<file path="src/rtl/hazard_pkg.sv">
// Shared constants and shadow-record types for the pipeline hazard controller.
package hazard_pkg;

  localparam int HZ_REG_AW = 5;
  localparam int HZ_TW     = 2;

  localparam logic [1:0] SEL_ORIG  = 2'd0;
  localparam logic [1:0] SEL_M     = 2'd1;
  localparam logic [1:0] SEL_W     = 2'd2;
  localparam logic [1:0] TUSE_NONE = 2'd3;
  localparam logic [1:0] TNEW_MAX  = 2'd2;

  typedef struct packed {
    logic [HZ_REG_AW-1:0] a3;
    logic [HZ_TW-1:0]     tnew;
    logic [HZ_REG_AW-1:0] rs;
    logic [HZ_REG_AW-1:0] rt;
  } e_rec_t;

  typedef struct packed {
    logic [HZ_REG_AW-1:0] a3;
    logic [HZ_TW-1:0]     tnew;
    logic [HZ_REG_AW-1:0] rt;
  } m_rec_t;

  // Decrement that sticks at zero instead of wrapping.
  function automatic logic [HZ_TW-1:0] dec_sat0(input logic [HZ_TW-1:0] t);
    return (t == '0) ? '0 : t - 1'b1;
  endfunction

endpackage

</file>
<file path="src/rtl/hazard_ctrl_fwd_pick.sv">
// Forward-select for one operand: newest ready producer wins (M over W), $0 never forwards.
module fwd_pick
  import hazard_pkg::*;
#(
  parameter int REG_AW = HZ_REG_AW,
  parameter int TW     = HZ_TW
) (
  input  logic [REG_AW-1:0] i_src,
  input  logic [REG_AW-1:0] i_m_a3,
  input  logic [TW-1:0]     i_m_tnew,
  input  logic [REG_AW-1:0] i_w_a3,
  output logic [1:0]        o_sel
);

  logic w_src_nz;
  assign w_src_nz = (i_src != '0);

  always_comb begin
    o_sel = SEL_ORIG;
    if (w_src_nz && (i_src == i_m_a3) && (i_m_tnew == '0)) begin
      o_sel = SEL_M;
    end else if (w_src_nz && (i_src == i_w_a3)) begin
      o_sel = SEL_W;
    end
  end

endmodule

</file>
<file path="src/rtl/hazard_ctrl.sv">
// Hazard controller: shadows dest/Tnew of E, M, W and derives the F/D stall
// plus operand-mux forward selects combinationally from those records and D inputs.
module hazard_ctrl
  import hazard_pkg::*;
#(
  parameter int REG_AW = HZ_REG_AW,
  parameter int TW     = HZ_TW
) (
  input  logic              clk,
  input  logic              reset,
  input  logic [REG_AW-1:0] d_rs,
  input  logic [REG_AW-1:0] d_rt,
  input  logic [TW-1:0]     d_tuse_rs,
  input  logic [TW-1:0]     d_tuse_rt,
  input  logic [REG_AW-1:0] d_a3,
  input  logic [TW-1:0]     d_tnew,
  output logic              stall,
  output logic [1:0]        fwd_rs_d,
  output logic [1:0]        fwd_rt_d,
  output logic [1:0]        fwd_rs_e,
  output logic [1:0]        fwd_rt_e,
  output logic [1:0]        fwd_rt_m
);

  e_rec_t            r_e;
  m_rec_t            r_m;
  logic [REG_AW-1:0] r_w_a3;

  logic w_hz_rs;
  logic w_hz_rt;

  // A producer still needing more cycles than the reader can wait forces a stall.
  assign w_hz_rs = (d_rs != '0) &&
                   (((d_rs == r_e.a3) && (r_e.tnew > d_tuse_rs)) ||
                    ((d_rs == r_m.a3) && (r_m.tnew > d_tuse_rs)));
  assign w_hz_rt = (d_rt != '0) &&
                   (((d_rt == r_e.a3) && (r_e.tnew > d_tuse_rt)) ||
                    ((d_rt == r_m.a3) && (r_m.tnew > d_tuse_rt)));
  assign stall   = w_hz_rs || w_hz_rt;

  always_ff @(posedge clk) begin
    if (reset) begin
      r_e    <= '0;
      r_m    <= '0;
      r_w_a3 <= '0;
    end else begin
      r_w_a3    <= r_m.a3;
      r_m.a3    <= r_e.a3;
      r_m.tnew  <= dec_sat0(r_e.tnew);
      r_m.rt    <= r_e.rt;
      if (stall) begin
        r_e <= '0;
      end else begin
        r_e.a3   <= d_a3;
        r_e.tnew <= d_tnew;
        r_e.rs   <= d_rs;
        r_e.rt   <= d_rt;
      end
    end
  end

  fwd_pick #(.REG_AW(REG_AW), .TW(TW)) u_pick_rs_d (
    .i_src(d_rs), .i_m_a3(r_m.a3), .i_m_tnew(r_m.tnew), .i_w_a3(r_w_a3), .o_sel(fwd_rs_d)
  );
  fwd_pick #(.REG_AW(REG_AW), .TW(TW)) u_pick_rt_d (
    .i_src(d_rt), .i_m_a3(r_m.a3), .i_m_tnew(r_m.tnew), .i_w_a3(r_w_a3), .o_sel(fwd_rt_d)
  );
  fwd_pick #(.REG_AW(REG_AW), .TW(TW)) u_pick_rs_e (
    .i_src(r_e.rs), .i_m_a3(r_m.a3), .i_m_tnew(r_m.tnew), .i_w_a3(r_w_a3), .o_sel(fwd_rs_e)
  );
  fwd_pick #(.REG_AW(REG_AW), .TW(TW)) u_pick_rt_e (
    .i_src(r_e.rt), .i_m_a3(r_m.a3), .i_m_tnew(r_m.tnew), .i_w_a3(r_w_a3), .o_sel(fwd_rt_e)
  );
  // Store data in M can only be fed from W, so the M-side match is tied off.
  fwd_pick #(.REG_AW(REG_AW), .TW(TW)) u_pick_rt_m (
    .i_src(r_m.rt), .i_m_a3('0), .i_m_tnew(r_m.tnew), .i_w_a3(r_w_a3), .o_sel(fwd_rt_m)
  );

endmodule

</file>
<file path="config.mk">
export PLATFORM = sky130hd
export DESIGN_NAME = hazard_ctrl
export DESIGN_NICKNAME = d
export VERILOG_FILES = /design/src/rtl/hazard_pkg.sv /design/src/rtl/hazard_ctrl_fwd_pick.sv /design/src/rtl/hazard_ctrl.sv
export SDC_FILE = /design/constraint.sdc
export NUM_CORES = 1
export LEC_CHECK = 0
export BUFFER_PORTS_ARGS = -buffer_cell sky130_fd_sc_hd__buf_2
export CAP_MARGIN = 25
export CELL_PAD_IN_SITES_DETAIL_PLACEMENT = 0
export CELL_PAD_IN_SITES_GLOBAL_PLACEMENT = 1
export CORE_UTILIZATION = 46
export CTS_CLUSTER_DIAMETER = 60
export CTS_CLUSTER_SIZE = 14
export DETAILED_ROUTE_END_ITERATION = 12
export PLACE_DENSITY_LB_ADDON = 0.08
export SLEW_MARGIN = 20
export SYNTH_ARGS = -nofsm -noshare
export SYNTH_HDL_FRONTEND = slang
export SYNTH_SLANG_ARGS = --single-unit
export TNS_END_PERCENT = 100
</file>
<file path="constraint.sdc">
create_clock -name clk -period 3.7 [get_ports clk]
set_input_delay 0.74 -clock clk [delete_from_list [all_inputs] [get_ports clk]]
set_output_delay 0.74 -clock clk [all_outputs]
set_load 0.02 [all_outputs]
</file>
==> results by group <==
STA
  – Final min period: 3.269 ns
  – Period utilisation layout: 88.35%
  – Fmax: 305.9 MHz
  – Setup Skew: 0.005155 ns
  – Final setup viols: 0
  – Hold Vio Cnt, Final: 0
  – Setup repair after global routing missed its margin: no
  – Worst Tran Pin Value: 0.6348 ns
  – Slew Limit Fails: 0
  – Setup TNS: 0 ns
  – Relative slew slack: 57.68%
  – Fin worst setup slack: 0.4309 ns

Place
  – DPL Wire Length: 3962 um
  – Gpl congestion: 0.8301
  – IO Port Bufs: 32
  – Worst slack at placement: 0.4361 ns

Hold path
  – Worst hold path type: register to register

Critical path
  – Crit path kind: primary input to primary output
  – Ordered cell list for the critical path: buf_2, or4_1, nor2_2, nor4_1, or4_1, buf_2
  – CP max-delay cell: or4_1
  – Critical path buffer and inverter count: 2
  – CP required: 2.96 ns
  – Worst endpoint data arrival time: 2.53 ns
  – Worst path max stage delay: 0.57 ns
  – CP Capture Type: primary output
  – CP max FO: 7
  – Startpoint types: primary input
  – CP top delay family: simple AND/OR/NAND/NOR gates

Clock tree
  – H-tree depth: 2
  – CTS Buffer Depth: 2
  – Clock latency on the worst-skew pair: 0.28 ns
  – Clk slew on worst S/H paths: 0.06 ns
  – Clk root buf: clkbuf_8
  – Sink Count: 34
  – CTS tree: built
  – CTS hold repair buffers: 0
  – Inserted Clock Buffers: 5
  – Post CTS Setup Buffer Count: 0
  – CTS resizes: 0

Route
  – Vias per inst: 5.478
  – WL/cell: 16.34 um
  – Routed wire length: 5540 um
  – DRC: 0
  – Antenna viol nets, final: 0
  – DR iter-0 viols: 60
  – Routed via count: 1857
  – Drt pass-1 iters: 4

Floorplan
  – Die Span Y: 71.92 um
  – # rows: 25
  – Die X: 71.92 um
  – Initial cell density of the core: 47.60%
  – Die area: 5172 um2
  – IO Count: 34
  – Core ar.: 4723 um2

Job
  – Maxcap violations: 0

Synthesis
  – Cells after synthesis: 248
  – Distinct cell type count after synthesis: 28
  – Synthesized flop and latch total: 34
  – Mapped cell area: 2248 um2
  – FFs w/ async S/R, synth: 0%
  – Ys flop type: dfxtp_1
  – Post-synth EDFFs: 0
  – Synthesis Warnings: 0
  – Syn_nets: 280
  – Post-Syn Area per Cell: 9.066 um2
  – Sequential area share after synthesis: 30.27%

Pwr
  – Leakage: 0.001037 uW
  – Sw Share: 27.67%
  – Reg power frac: 43.4%
  – Comb power frac: 20.4%
  – Power share of the clock group: 36.2%
  – Psw: 263.8 uW
  – Cell internal pwr: 689.6 uW
  – Pwr/cell area: 370.1 nW/um2
  – VDD IR max: 0.1838 mV

Global route
  – First-pass GRT wire length: 9073 um
  – Antenna violations before repair: 0
  – Met1 usage: 33.02%
  – Vias in the first global route: 1695
  – Global route overflow: 0
  – Met2 Use GR: 36.58%
  – Pin count of the biggest net entering global routing: 35
  – GRT Util Overall: 23.60%
  – Global routing's busiest layer: met2
  – Grt met3 use: 4.444%

Layout
  – Share of layout cells above drive strength 1: 23.16%
  – Area Growth Syn to Fin: 14.58%
  – Final #Nets: 304
  – Ant diodes: 0
  – Final core utilization: 54.54%

Run status
  – Status: finished clean
## logic make-up (layout without fill, tap and decap cells)
logic type | count (synthesis) | count (layout) | synth area share [%]
simple gates | 93 | 93 | 27.43
buf+inv | 33 | 57 | 6.066
xor+xnor | 52 | 52 | 20.26
fa+ha+maj | 9 | 9 | 5.008
compound gates | 26 | 26 | 10.80
flops | 34 | 34 | 30.27
other cells | 1 | 1 | 0.1668
## cell usage after synthesis (2+ instances only)
cell type / instances / area share, %
o221ai_1: 2 / 0.78
nand4_1: 2 / 0.56
nor3_1: 5 / 1.1
nor4_1: 16 / 4.5
nor2b_1: 33 / 9.2
o41ai_1: 17 / 6.6
xnor2_1: 30 / 12
nor2_1: 7 / 1.2
buf_4: 2 / 0.67
nand2_1: 5 / 0.83
a21oi_1: 2 / 0.45
ha_1: 9 / 5.0
dfxtp_1: 34 / 30
nor4_2: 10 / 5.6
o2111ai_1: 2 / 0.78
or4_1: 9 / 3.0
buf_2: 4 / 0.89
clkbuf_1: 16 / 2.7
nand3_1: 4 / 0.89
inv_1: 10 / 1.7
xor2_1: 22 / 8.6
## final cells by class
| class | instances | area (um2) |
|---|---|---|
| Sequential cell | 34 | 680.7 |
| Inverter | 10 | 37.54 |
| Clock buffer | 6 | 82.58 |
| Tap cell | 67 | 83.83 |
| Multi-Input combinational cell | 181 | 1441 |
| Clock inverter | 1 | 30.03 |
| Fill cell | 469 | 2147 |
| Timing Repair Buffer | 40 | 220.2 |
## worst paths after layout
path           start  endpoint  slack [ns]  cells past startpoint
max          d_rt[0]     stall        0.43                      6
min          r_e[10]    r_m[5]        0.43                      1
max reg2reg   r_m[8]    r_e[9]        1.70                      5
min reg2reg  r_e[10]    r_m[5]        0.43                      1
## through the flow
stage          hold WS (ns)  cells  instance area [um2]  power, uW
2_1_floorplan        0.3996    248                 2248      555.7
3_3_place_gp         0.4081    332                 2464      614.9
3_5_place_dp         0.4219    332                 2464      616.3
4_1_cts              0.4287    339                 2576      959.4
5_1_grt              0.4432    339                 2576       1001
6_report             0.4279    339                 2576      953.4
## metal layers
metal / routed length (um) / part of all wire (%) / up-vias
li1: - / - / 927
met1: 2638 / 48 / 868
met2: 2540 / 46 / 53
met3: 295 / 5.3 / 9
met4: 65 / 1.2 / 0
met5: 0 / 0 / -
## power by group through the flow
stage	combinational (uW)	clock (uW)	sequential, uW
final	195	345	414
after global routing	217	368	417
after CTS	195	350	414
after detailed placement	194	0	422
after global placement	192	0	423
after floorplan	149	0	407
## layout by cell type, fill, tap and decap left out, types with 4 or more instances in the layout
cell      Yosys  final
dfxtp_1      34     34
nor2b_1      33     33
buf_2         4     32
xnor2_1      30     30
xor2_1       22     22
o41ai_1      17     17
nor4_1       16     16
inv_1        10     10
nor4_2       10     10
or4_1         9      9
ha_1          9      9
buf_4         2      8
nor2_1        7      7
clkbuf_8      0      6
nand2_1       5      5
nand3_1       4      4
## flip-flops by register name (all words and copies together) (netlist names)
| name | count |
|---|---|
| r_e | 17 |
| r_w_a3 | 5 |
| r_m | 12 |
No activity file was read; power rests on OpenSTA's default activity.
